**src/rtl/vga_rd_sched.sv**
```systemverilog
`default_nettype none
// ============================================================================
// Module      : vga_rd_sched
// Description : DDR3 read scheduler for the VGA display path. Detects the
//               start of each display frame from vsync, flushes the pixel
//               FIFO, selects the newest completely written frame buffer
//               (ping-pong) and issues fixed-length read bursts whenever the
//               pixel FIFO has room, until the whole frame is requested.
// Revision    : 1.0 - initial release
// ============================================================================
module vga_rd_sched #(
    parameter logic [29:0] FB_BASE0    = 30'h0000000,
    parameter logic [29:0] FB_BASE1    = 30'h0800000,
    parameter logic [31:0] FRAME_BYTES = 32'd4915200,
    parameter int          BEAT_BYTES  = 16,
    parameter int          BURST_BEATS = 128,
    parameter int          FLUSH_CYC   = 8
) (
    input  logic        clk,
    input  logic        rst,
    input  logic        vsync_in,
    input  logic        wr_frame_done,
    input  logic        wr_buf,
    input  logic [11:0] fifo_space,
    output logic        rd_req,
    output logic [29:0] rd_addr,
    output logic [7:0]  rd_len,
    input  logic        rd_ack,
    input  logic        rd_done,
    output logic        fifo_flush,
    output logic        rd_buf,
    output logic        busy,
    output logic [15:0] frame_drop_cnt
);

    localparam int              C_BURST_BYTES   = BURST_BEATS * BEAT_BYTES;
    localparam int              C_NBURST        = int'(FRAME_BYTES / 32'(C_BURST_BYTES));
    localparam logic [11:0]     C_NBURST_W      = 12'(C_NBURST);
    localparam logic [29:0]     C_BURST_BYTES_W = 30'(C_BURST_BYTES);
    localparam logic [12:0]     C_BURST_BEATS_W = 13'(BURST_BEATS);
    localparam int              C_FCNT_W        = (FLUSH_CYC > 1) ? $clog2(FLUSH_CYC) : 1;
    localparam logic [C_FCNT_W-1:0] C_FLUSH_LAST = C_FCNT_W'(FLUSH_CYC - 1);

    typedef enum logic [2:0] {
        S_IDLE  = 3'd0,
        S_FLUSH = 3'd1,
        S_CHECK = 3'd2,
        S_REQ   = 3'd3,
        S_BUSY  = 3'd4,
        S_DONE  = 3'd5
    } state_t;

    state_t              r_state;
    state_t              w_next;

    logic                r_vs_meta;
    logic                r_vs_sync;
    logic                r_vs_prev;
    logic                w_vs_rise;

    logic [C_FCNT_W-1:0] r_flush_cnt;
    logic [11:0]         r_bidx;
    logic                r_new_flag;
    logic                r_new_buf;
    logic                r_pend_abort;

    logic                r_rd_req;
    logic [29:0]         r_rd_addr;
    logic                r_fifo_flush;
    logic                r_rd_buf;
    logic                r_busy;
    logic [15:0]         r_drop_cnt;

    logic                w_drop_inc;
    logic                w_pend_set;
    logic                w_bidx_inc;
    logic                w_flush_entry;
    logic                w_req_entry;
    logic                w_space_ok;
    logic [29:0]         w_base;

    assign w_vs_rise     = r_vs_sync & ~r_vs_prev;
    assign w_flush_entry = (r_state != S_FLUSH) && (w_next == S_FLUSH);
    assign w_req_entry   = (r_state != S_REQ) && (w_next == S_REQ);
    assign w_space_ok    = ({1'b0, fifo_space} >= C_BURST_BEATS_W);
    assign w_base        = r_rd_buf ? FB_BASE1 : FB_BASE0;

    // Bring vsync into the clk domain and keep one extra stage for edge detect
    always_ff @(posedge clk or posedge rst) begin
        if (rst) begin
            r_vs_meta <= 1'b0;
            r_vs_sync <= 1'b0;
            r_vs_prev <= 1'b0;
        end else begin
            r_vs_meta <= vsync_in;
            r_vs_sync <= r_vs_meta;
            r_vs_prev <= r_vs_sync;
        end
    end

    // State register
    always_ff @(posedge clk or posedge rst) begin
        if (rst) begin
            r_state <= S_IDLE;
        end else begin
            r_state <= w_next;
        end
    end

    // Next-state logic plus the per-cycle strobes that side registers act on
    always_comb begin
        w_next     = r_state;
        w_drop_inc = 1'b0;
        w_pend_set = 1'b0;
        w_bidx_inc = 1'b0;
        case (r_state)
            S_IDLE: begin
                if (w_vs_rise) begin
                    w_next = S_FLUSH;
                end
            end
            S_FLUSH: begin
                // vsync edges here belong to the frame just started
                if (r_flush_cnt == C_FLUSH_LAST) begin
                    w_next = S_CHECK;
                end
            end
            S_CHECK: begin
                if (r_bidx == C_NBURST_W) begin
                    // Frame fully requested: a new vsync is not a drop
                    w_next = w_vs_rise ? S_FLUSH : S_DONE;
                end else if (w_vs_rise) begin
                    w_next     = S_FLUSH;
                    w_drop_inc = 1'b1;
                end else if (w_space_ok) begin
                    w_next = S_REQ;
                end
            end
            S_REQ: begin
                if (rd_ack) begin
                    // Accepted burst cannot be withdrawn; abort after it lands
                    w_next     = S_BUSY;
                    w_bidx_inc = 1'b1;
                    if (w_vs_rise) begin
                        w_pend_set = 1'b1;
                        w_drop_inc = 1'b1;
                    end
                end else if (w_vs_rise) begin
                    w_next     = S_FLUSH;
                    w_drop_inc = 1'b1;
                end
            end
            S_BUSY: begin
                if (w_vs_rise && !r_pend_abort) begin
                    w_pend_set = 1'b1;
                    w_drop_inc = 1'b1;
                end
                if (rd_done) begin
                    w_next = (r_pend_abort || w_vs_rise) ? S_FLUSH : S_CHECK;
                end
            end
            S_DONE: begin
                if (w_vs_rise) begin
                    w_next = S_FLUSH;
                end
            end
            default: begin
                w_next = S_IDLE;
            end
        endcase
    end

    // Flush duration counter, restarted on every FLUSH entry
    always_ff @(posedge clk or posedge rst) begin
        if (rst) begin
            r_flush_cnt <= '0;
        end else if (w_flush_entry) begin
            r_flush_cnt <= '0;
        end else if (r_state == S_FLUSH) begin
            r_flush_cnt <= r_flush_cnt + 1'b1;
        end
    end

    // Burst index within the current frame
    always_ff @(posedge clk or posedge rst) begin
        if (rst) begin
            r_bidx <= '0;
        end else if (w_flush_entry) begin
            r_bidx <= '0;
        end else if (w_bidx_inc) begin
            r_bidx <= r_bidx + 12'd1;
        end
    end

    // Newest-written-buffer tracking; a same-cycle write completion re-arms the flag
    always_ff @(posedge clk or posedge rst) begin
        if (rst) begin
            r_new_flag <= 1'b0;
            r_new_buf  <= 1'b0;
            r_rd_buf   <= 1'b0;
        end else begin
            if (w_flush_entry && r_new_flag) begin
                r_rd_buf   <= r_new_buf;
                r_new_flag <= 1'b0;
            end
            if (wr_frame_done) begin
                r_new_flag <= 1'b1;
                r_new_buf  <= wr_buf;
            end
        end
    end

    // Deferred abort for a vsync that arrives while a burst is in flight
    always_ff @(posedge clk or posedge rst) begin
        if (rst) begin
            r_pend_abort <= 1'b0;
        end else if (w_flush_entry) begin
            r_pend_abort <= 1'b0;
        end else if (w_pend_set) begin
            r_pend_abort <= 1'b1;
        end
    end

    // Saturating count of frames abandoned before all bursts were requested
    always_ff @(posedge clk or posedge rst) begin
        if (rst) begin
            r_drop_cnt <= '0;
        end else if (w_drop_inc && (r_drop_cnt != 16'hFFFF)) begin
            r_drop_cnt <= r_drop_cnt + 16'd1;
        end
    end

    // Registered outputs derived from the next state so they align with it
    always_ff @(posedge clk or posedge rst) begin
        if (rst) begin
            r_rd_req     <= 1'b0;
            r_fifo_flush <= 1'b0;
            r_busy       <= 1'b0;
        end else begin
            r_rd_req     <= (w_next == S_REQ);
            r_fifo_flush <= (w_next == S_FLUSH);
            r_busy       <= (w_next != S_IDLE) && (w_next != S_DONE);
        end
    end

    // Burst address is loaded once on REQ entry and held until the handshake
    always_ff @(posedge clk or posedge rst) begin
        if (rst) begin
            r_rd_addr <= '0;
        end else if (w_req_entry) begin
            r_rd_addr <= w_base + (30'(r_bidx) * C_BURST_BYTES_W);
        end
    end

    assign rd_req         = r_rd_req;
    assign rd_addr        = r_rd_addr;
    assign rd_len         = 8'(BURST_BEATS - 1);
    assign fifo_flush     = r_fifo_flush;
    assign rd_buf         = r_rd_buf;
    assign busy           = r_busy;
    assign frame_drop_cnt = r_drop_cnt;

endmodule
`default_nettype wire
```
**config.mk**
```make
export PLATFORM = sky130hd
export DESIGN_NAME = vga_rd_sched
export DESIGN_NICKNAME = d
export VERILOG_FILES = /design/src/rtl/vga_rd_sched.sv
export SDC_FILE = /design/constraint.sdc
export NUM_CORES = 1
export LEC_CHECK = 0
export ABC_AREA = 1
export BUFFER_PORTS_ARGS = -buffer_cell sky130_fd_sc_hd__buf_2
export CAP_MARGIN = 20
export CORE_MARGIN = 1
export CORE_UTILIZATION = 35
export CTS_BUF_LIST = sky130_fd_sc_hd__clkbuf_4 sky130_fd_sc_hd__clkbuf_8
export DETAILED_ROUTE_END_ITERATION = 10
export PLACE_DENSITY = 0.63
export SETUP_SLACK_MARGIN = 0.5
export SLEW_MARGIN = 0
export SYNTH_ARGS = -nofsm -noshare
export SYNTH_HDL_FRONTEND = slang
export SYNTH_SLANG_ARGS = --single-unit
export TNS_END_PERCENT = 100
```
**constraint.sdc**
```tcl
create_clock -name clk -period 2.2 [get_ports clk]
set_input_delay 0.11 -clock clk [delete_from_list [all_inputs] [get_ports clk]]
set_output_delay 0.11 -clock clk [all_outputs]
set_load 0.01 [all_outputs]
```
==> impl.org <==
** Yosys
- Summed over its instances, the top area cell type makes up 44.1% of the synthesized netlist area.
- The cell count after synthesis came out at between 400 and 500.
- Number of warning messages in the yosys log :: 0
- Synthesis inferred 57 register bits.
- Mapped Avg Cell Area :: about 8 sq um
- Counting flops with a built-in enable in the synthesized netlist gives 0.
- Number of distinct library cell variants in the gate-level netlist after synthesis :: 29
- By instance count, the leading cell after synthesis is sky130_fd_sc_hd__nand2_1.
- Ranked by total cell area, the synthesized netlist is headed by sky130_fd_sc_hd__dfrtp_1, sky130_fd_sc_hd__nand2_1, sky130_fd_sc_hd__buf_4, sky130_fd_sc_hd__inv_1, sky130_fd_sc_hd__nand3_1.
- Commonest cells in the netlist :: sky130_fd_sc_hd__nand2_1, sky130_fd_sc_hd__dfrtp_1, sky130_fd_sc_hd__inv_1
- Dominant synthesized flop cell :: sky130_fd_sc_hd__dfrtp_1
- Area leader, netlist :: sky130_fd_sc_hd__dfrtp_1
- Cell area after synthesis :: approximately 0.0032 sq mm
- Proportion of synthesized flip-flops having asynchronous set or reset :: 100%
- Sequential elements use between 40% and 50% of the synthesized area.

** Final layout
- Proportion of layout cells with a drive suffix above 1 :: 37.1%
- The layout has 869 filler cells.
- Final standard cell count with taps included and fillers excluded :: slightly above 600
- At the end of the flow the core is filled with cells to 47.8%.
- 0 antenna diodes ended up in the layout.
- Registers take about 0.0014 sq mm.
- The area growth from synthesis to layout is 30.8%.
- In the final layout, the multi-input gates occupy 0.00169 sq mm.
- For this run, the post-layout net count is 517.

** Timing
- Fin crit share :: between 80% and 90%
- Maximum clock frequency :: around 0.56 GHz
- Setup violations remaining at the end of the flow were counted as 0.
- The clock arrives with ~0.011 ns of skew.
- Final Hold Fails :: 0
- Number of pins exceeding their max-slew limit in the final report :: 0
- Unrepaired setup endpoints after global routing :: true
- Post-layout min period :: approximately 1.8 ns
- Setup total negative slack on the finished layout was measured at 0 ns.

** Worst setup path
- Kind of end point of the critical path :: flip-flop
- The worst setup path is launched from a flip-flop.
- Worst Path Max Fanout :: 7
- Data arrives at the worst endpoint at 2.04 ns.
- For flop-to-flop paths, the worst setup slack is approximately 0.43 ns.
- The number of cells on the worst reg-to-reg path is 14.
- First element of the critical path :: r_bidx[0]
- Number of stages on the worst setup path :: 14
- The number of buffers and inverters on the critical path is 4.
- CP top delay family :: simple AND/OR/NAND/NOR gates
- In this run the critical register-to-register path is captured at r_bidx[2].
- At the worst endpoint, the required time is approximately 2.5 ns.
- Sequence of cells on the critical path :: inv_2 > ha_4 > nand2_4 > nor2_4 > buf_4 > nand4_1 > nand2_1 > nand2_1 > nand2_2 > nor2_4 > buf_12 > nand2_8 > nand3_2 > inv_2
- CP max stage cell :: sky130_fd_sc_hd__dfrtp_1
- In this run the critical register-to-register path is launched from r_bidx[0].
- In this run the worst setup path terminates at r_bidx[2].
- Setup CP Type :: flip-flop to flip-flop
- Delay contributed by the slowest stage of the critical path :: ~0.41 ns

** Run status
- The flow ran to the end, but the final reports show violations.
- Failing checks :: DRC

** Clock network
- Root Buffer :: sky130_fd_sc_hd__clkbuf_8
- Clock sink count :: 57
- TritonCTS built the clock tree.
- The clock reaches the later pin of the worst-skew pair after around 0.33 ns.
- Buffers inserted during clock tree synthesis total 9.
- Number of H-tree levels :: 3
- No sink is reached through more buffers than the 2 on the longest clock path.
- Clock input transition at the sequential cells of the worst setup and hold paths :: 0.07 ns

** Placed design
- Number of instances in the placed design :: around 550
- DP HPWL :: a little under 5 mm
- Placer congestion estimate :: 0.853
- Port buffering added 44 buffers.

** Floorplanning
- For this design the top-level I/O count stands at 77.
- Die ar. :: approximately 0.0096 sq mm
- The die is 98.1 microns wide.
- Once the floorplan was initialized, standard cells occupied between 30% and 40% of the core.
- In this run the standard cell core region covers a little under 0.009 sq mm.
- Cell Rows :: 34
- Vertical die dimension :: roughly 98 microns

** Detailed routing
- Final routed wirelength across all metal layers :: ~7.5 mm
- The detailed router finished its first iteration with 84 violations.
- In the final routed layout, each cell accounts on average for roughly 12 microns.
- Detailed routing inserted a total of between 2000 and 3000 vias.
- Vias per inst :: around 4.6
- For this run, the detailed router's first-pass iteration total came to 7.
- DR DRC count :: 7
- In this run the remaining antenna-violating nets after routing total 0.

** Global route
- Entering global routing, the biggest net connects 27 pins.
- The number of global-route vias before repair is 2636.
- Number of antenna violations at the first check in global routing :: 0
- The first global-routing pass estimated approximately 12 mm of wire.
- Congestion Overflow GR :: 0
- In the global route stage, overall resource usage came out at between 10% and 20%.

** Job
- Max-cap violations in this run came to 0.

** Pwr
- Total power density per cell area :: 1070 mW/mm^2
- The analysis attributes to cell leakage a power of around 2.0 nW.
- VDD sags by at most just over 500 uV.
- Total power after layout :: about 0.0045 W

** Hold path
- Kind of path behind the tightest hold check :: input pin to flip-flop
## layout make-up
| class | instances | area share (%) |
|---|---|---|
| sequential | 57 | 33.9 |
| multi-input combinational | 287 | 40.1 |
| inverter | 55 | 5.06 |
| clock inverter | 5 | 1.30 |
| clock buffer | 11 | 3.43 |
| timing repair buffer | 83 | 13.1 |
| tap | 108 | 3.20 |
## state kept, by name, summed over array words and instances (netlist names), 3 cells and up
signal,cells
frame_drop_cnt,16
r_bidx,12
r_flush_cnt,3
r_state,3
rd_addr,13
## placed cells by master (no fill, tap or decap), types with 2 or more instances in the layout
cell,instances
sky130_fd_sc_hd__buf_4,32
sky130_fd_sc_hd__nand3_4,4
sky130_fd_sc_hd__clkbuf_8,10
sky130_fd_sc_hd__buf_12,2
sky130_fd_sc_hd__inv_1,32
sky130_fd_sc_hd__inv_2,20
sky130_fd_sc_hd__dfrtp_1,53
sky130_fd_sc_hd__inv_4,3
sky130_fd_sc_hd__nand2_2,14
sky130_fd_sc_hd__o21ai_2,3
sky130_fd_sc_hd__buf_6,2
sky130_fd_sc_hd__xnor2_1,5
sky130_fd_sc_hd__dfrtp_2,4
sky130_fd_sc_hd__dlygate4sd3_1,3
sky130_fd_sc_hd__nand4_1,9
sky130_fd_sc_hd__o21ai_1,20
sky130_fd_sc_hd__nor2_1,31
sky130_fd_sc_hd__nand3_2,11
sky130_fd_sc_hd__nor4_1,2
sky130_fd_sc_hd__nand2_8,3
sky130_fd_sc_hd__ha_2,2
sky130_fd_sc_hd__a21oi_2,3
sky130_fd_sc_hd__nand3_1,22
sky130_fd_sc_hd__nand2_4,6
sky130_fd_sc_hd__nand2_1,84
sky130_fd_sc_hd__nor2_4,6
sky130_fd_sc_hd__nor3_1,4
sky130_fd_sc_hd__conb_1,25
sky130_fd_sc_hd__buf_2,44
sky130_fd_sc_hd__o21ai_0,9
sky130_fd_sc_hd__nor2_2,4
sky130_fd_sc_hd__xor2_1,8
sky130_fd_sc_hd__ha_4,2
sky130_fd_sc_hd__clkinvlp_4,2
sky130_fd_sc_hd__clkinv_2,2
sky130_fd_sc_hd__a21oi_1,3
## cells by family (layout without fill, tap and decap cells)
kind of cell / count (synthesis) / in the layout / synth area share, %
AND/OR/NAND/NOR: 202 / 205 / 30.0
other: 2 / 25 / 0.232
AO/OA/AOI/OAI: 39 / 39 / 6.62
buffers and inverters: 84 / 154 / 13.6
adder cells (fa/ha/maj): 5 / 5 / 1.94
XOR/XNOR: 13 / 13 / 3.52
flip-flops: 57 / 57 / 44.1
## worst min-delay path: stages
cell	delay [ns]
sky130_fd_sc_hd__buf_2	0.10
sky130_fd_sc_hd__inv_1	0.05
sky130_fd_sc_hd__nand2_1	0.05
## per-layer routing
layer / vias up / routed length (microns) / GRT usage (%)
met3: 2 / 433 / 5.08
met5: - / 0 / 0
met4: 0 / 34 / 4.08
li1: 1409 / - / -
met2: 87 / 3730 / 26.3
met1: 1304 / 3330 / 19.7
## per-stage QoR
stage / hold slack [ns] / instance area (sq um) / setup slack [ns]
2_1_floorplan: 0.141 / 3340 / 0.461
3_3_place_gp: 0.0634 / 3480 / 0.212
3_5_place_dp: 0.0696 / 3480 / 0.173
4_1_cts: 0.00330 / 4050 / 0.442
5_1_grt: 0.0293 / 4230 / 0.337
6_report: 0.0141 / 4230 / 0.429
## power by group
group / total, W / internal [W] / switching [W] / leakage, nW
clock network: 0.000985 / 0.000562 / 0.000423 / 0.0987
registers: 0.00142 / 0.00126 / 0.000165 / 0.756
logic: 0.00211 / 0.000899 / 0.00121 / 1.19
## worst min-delay path by stage
stage	startpoint	endpoint	slack (ns)	depth (start not counted)
final	wr_frame_done	r_new_flag	0.01	3
after global routing	wr_frame_done	r_new_flag	0.03	3
after floorplan	vsync_in	r_vs_meta	0.14	0
after CTS	wr_frame_done	r_new_flag	0.003	3
after detailed placement	rst	frame_drop_cnt[6]	0.07	2
after global placement	rst	frame_drop_cnt[0]	0.06	2
## timing repair
action,in CTS,in global routing
setup endpoints to repair,47,49
gates resized for setup,36,27
buffers inserted,19,13
hold buffers,3,0
hold endpoints to repair,12,0
pin swaps,15,10
cloned,3,0
No activity file was read; power rests on OpenSTA's default activity.
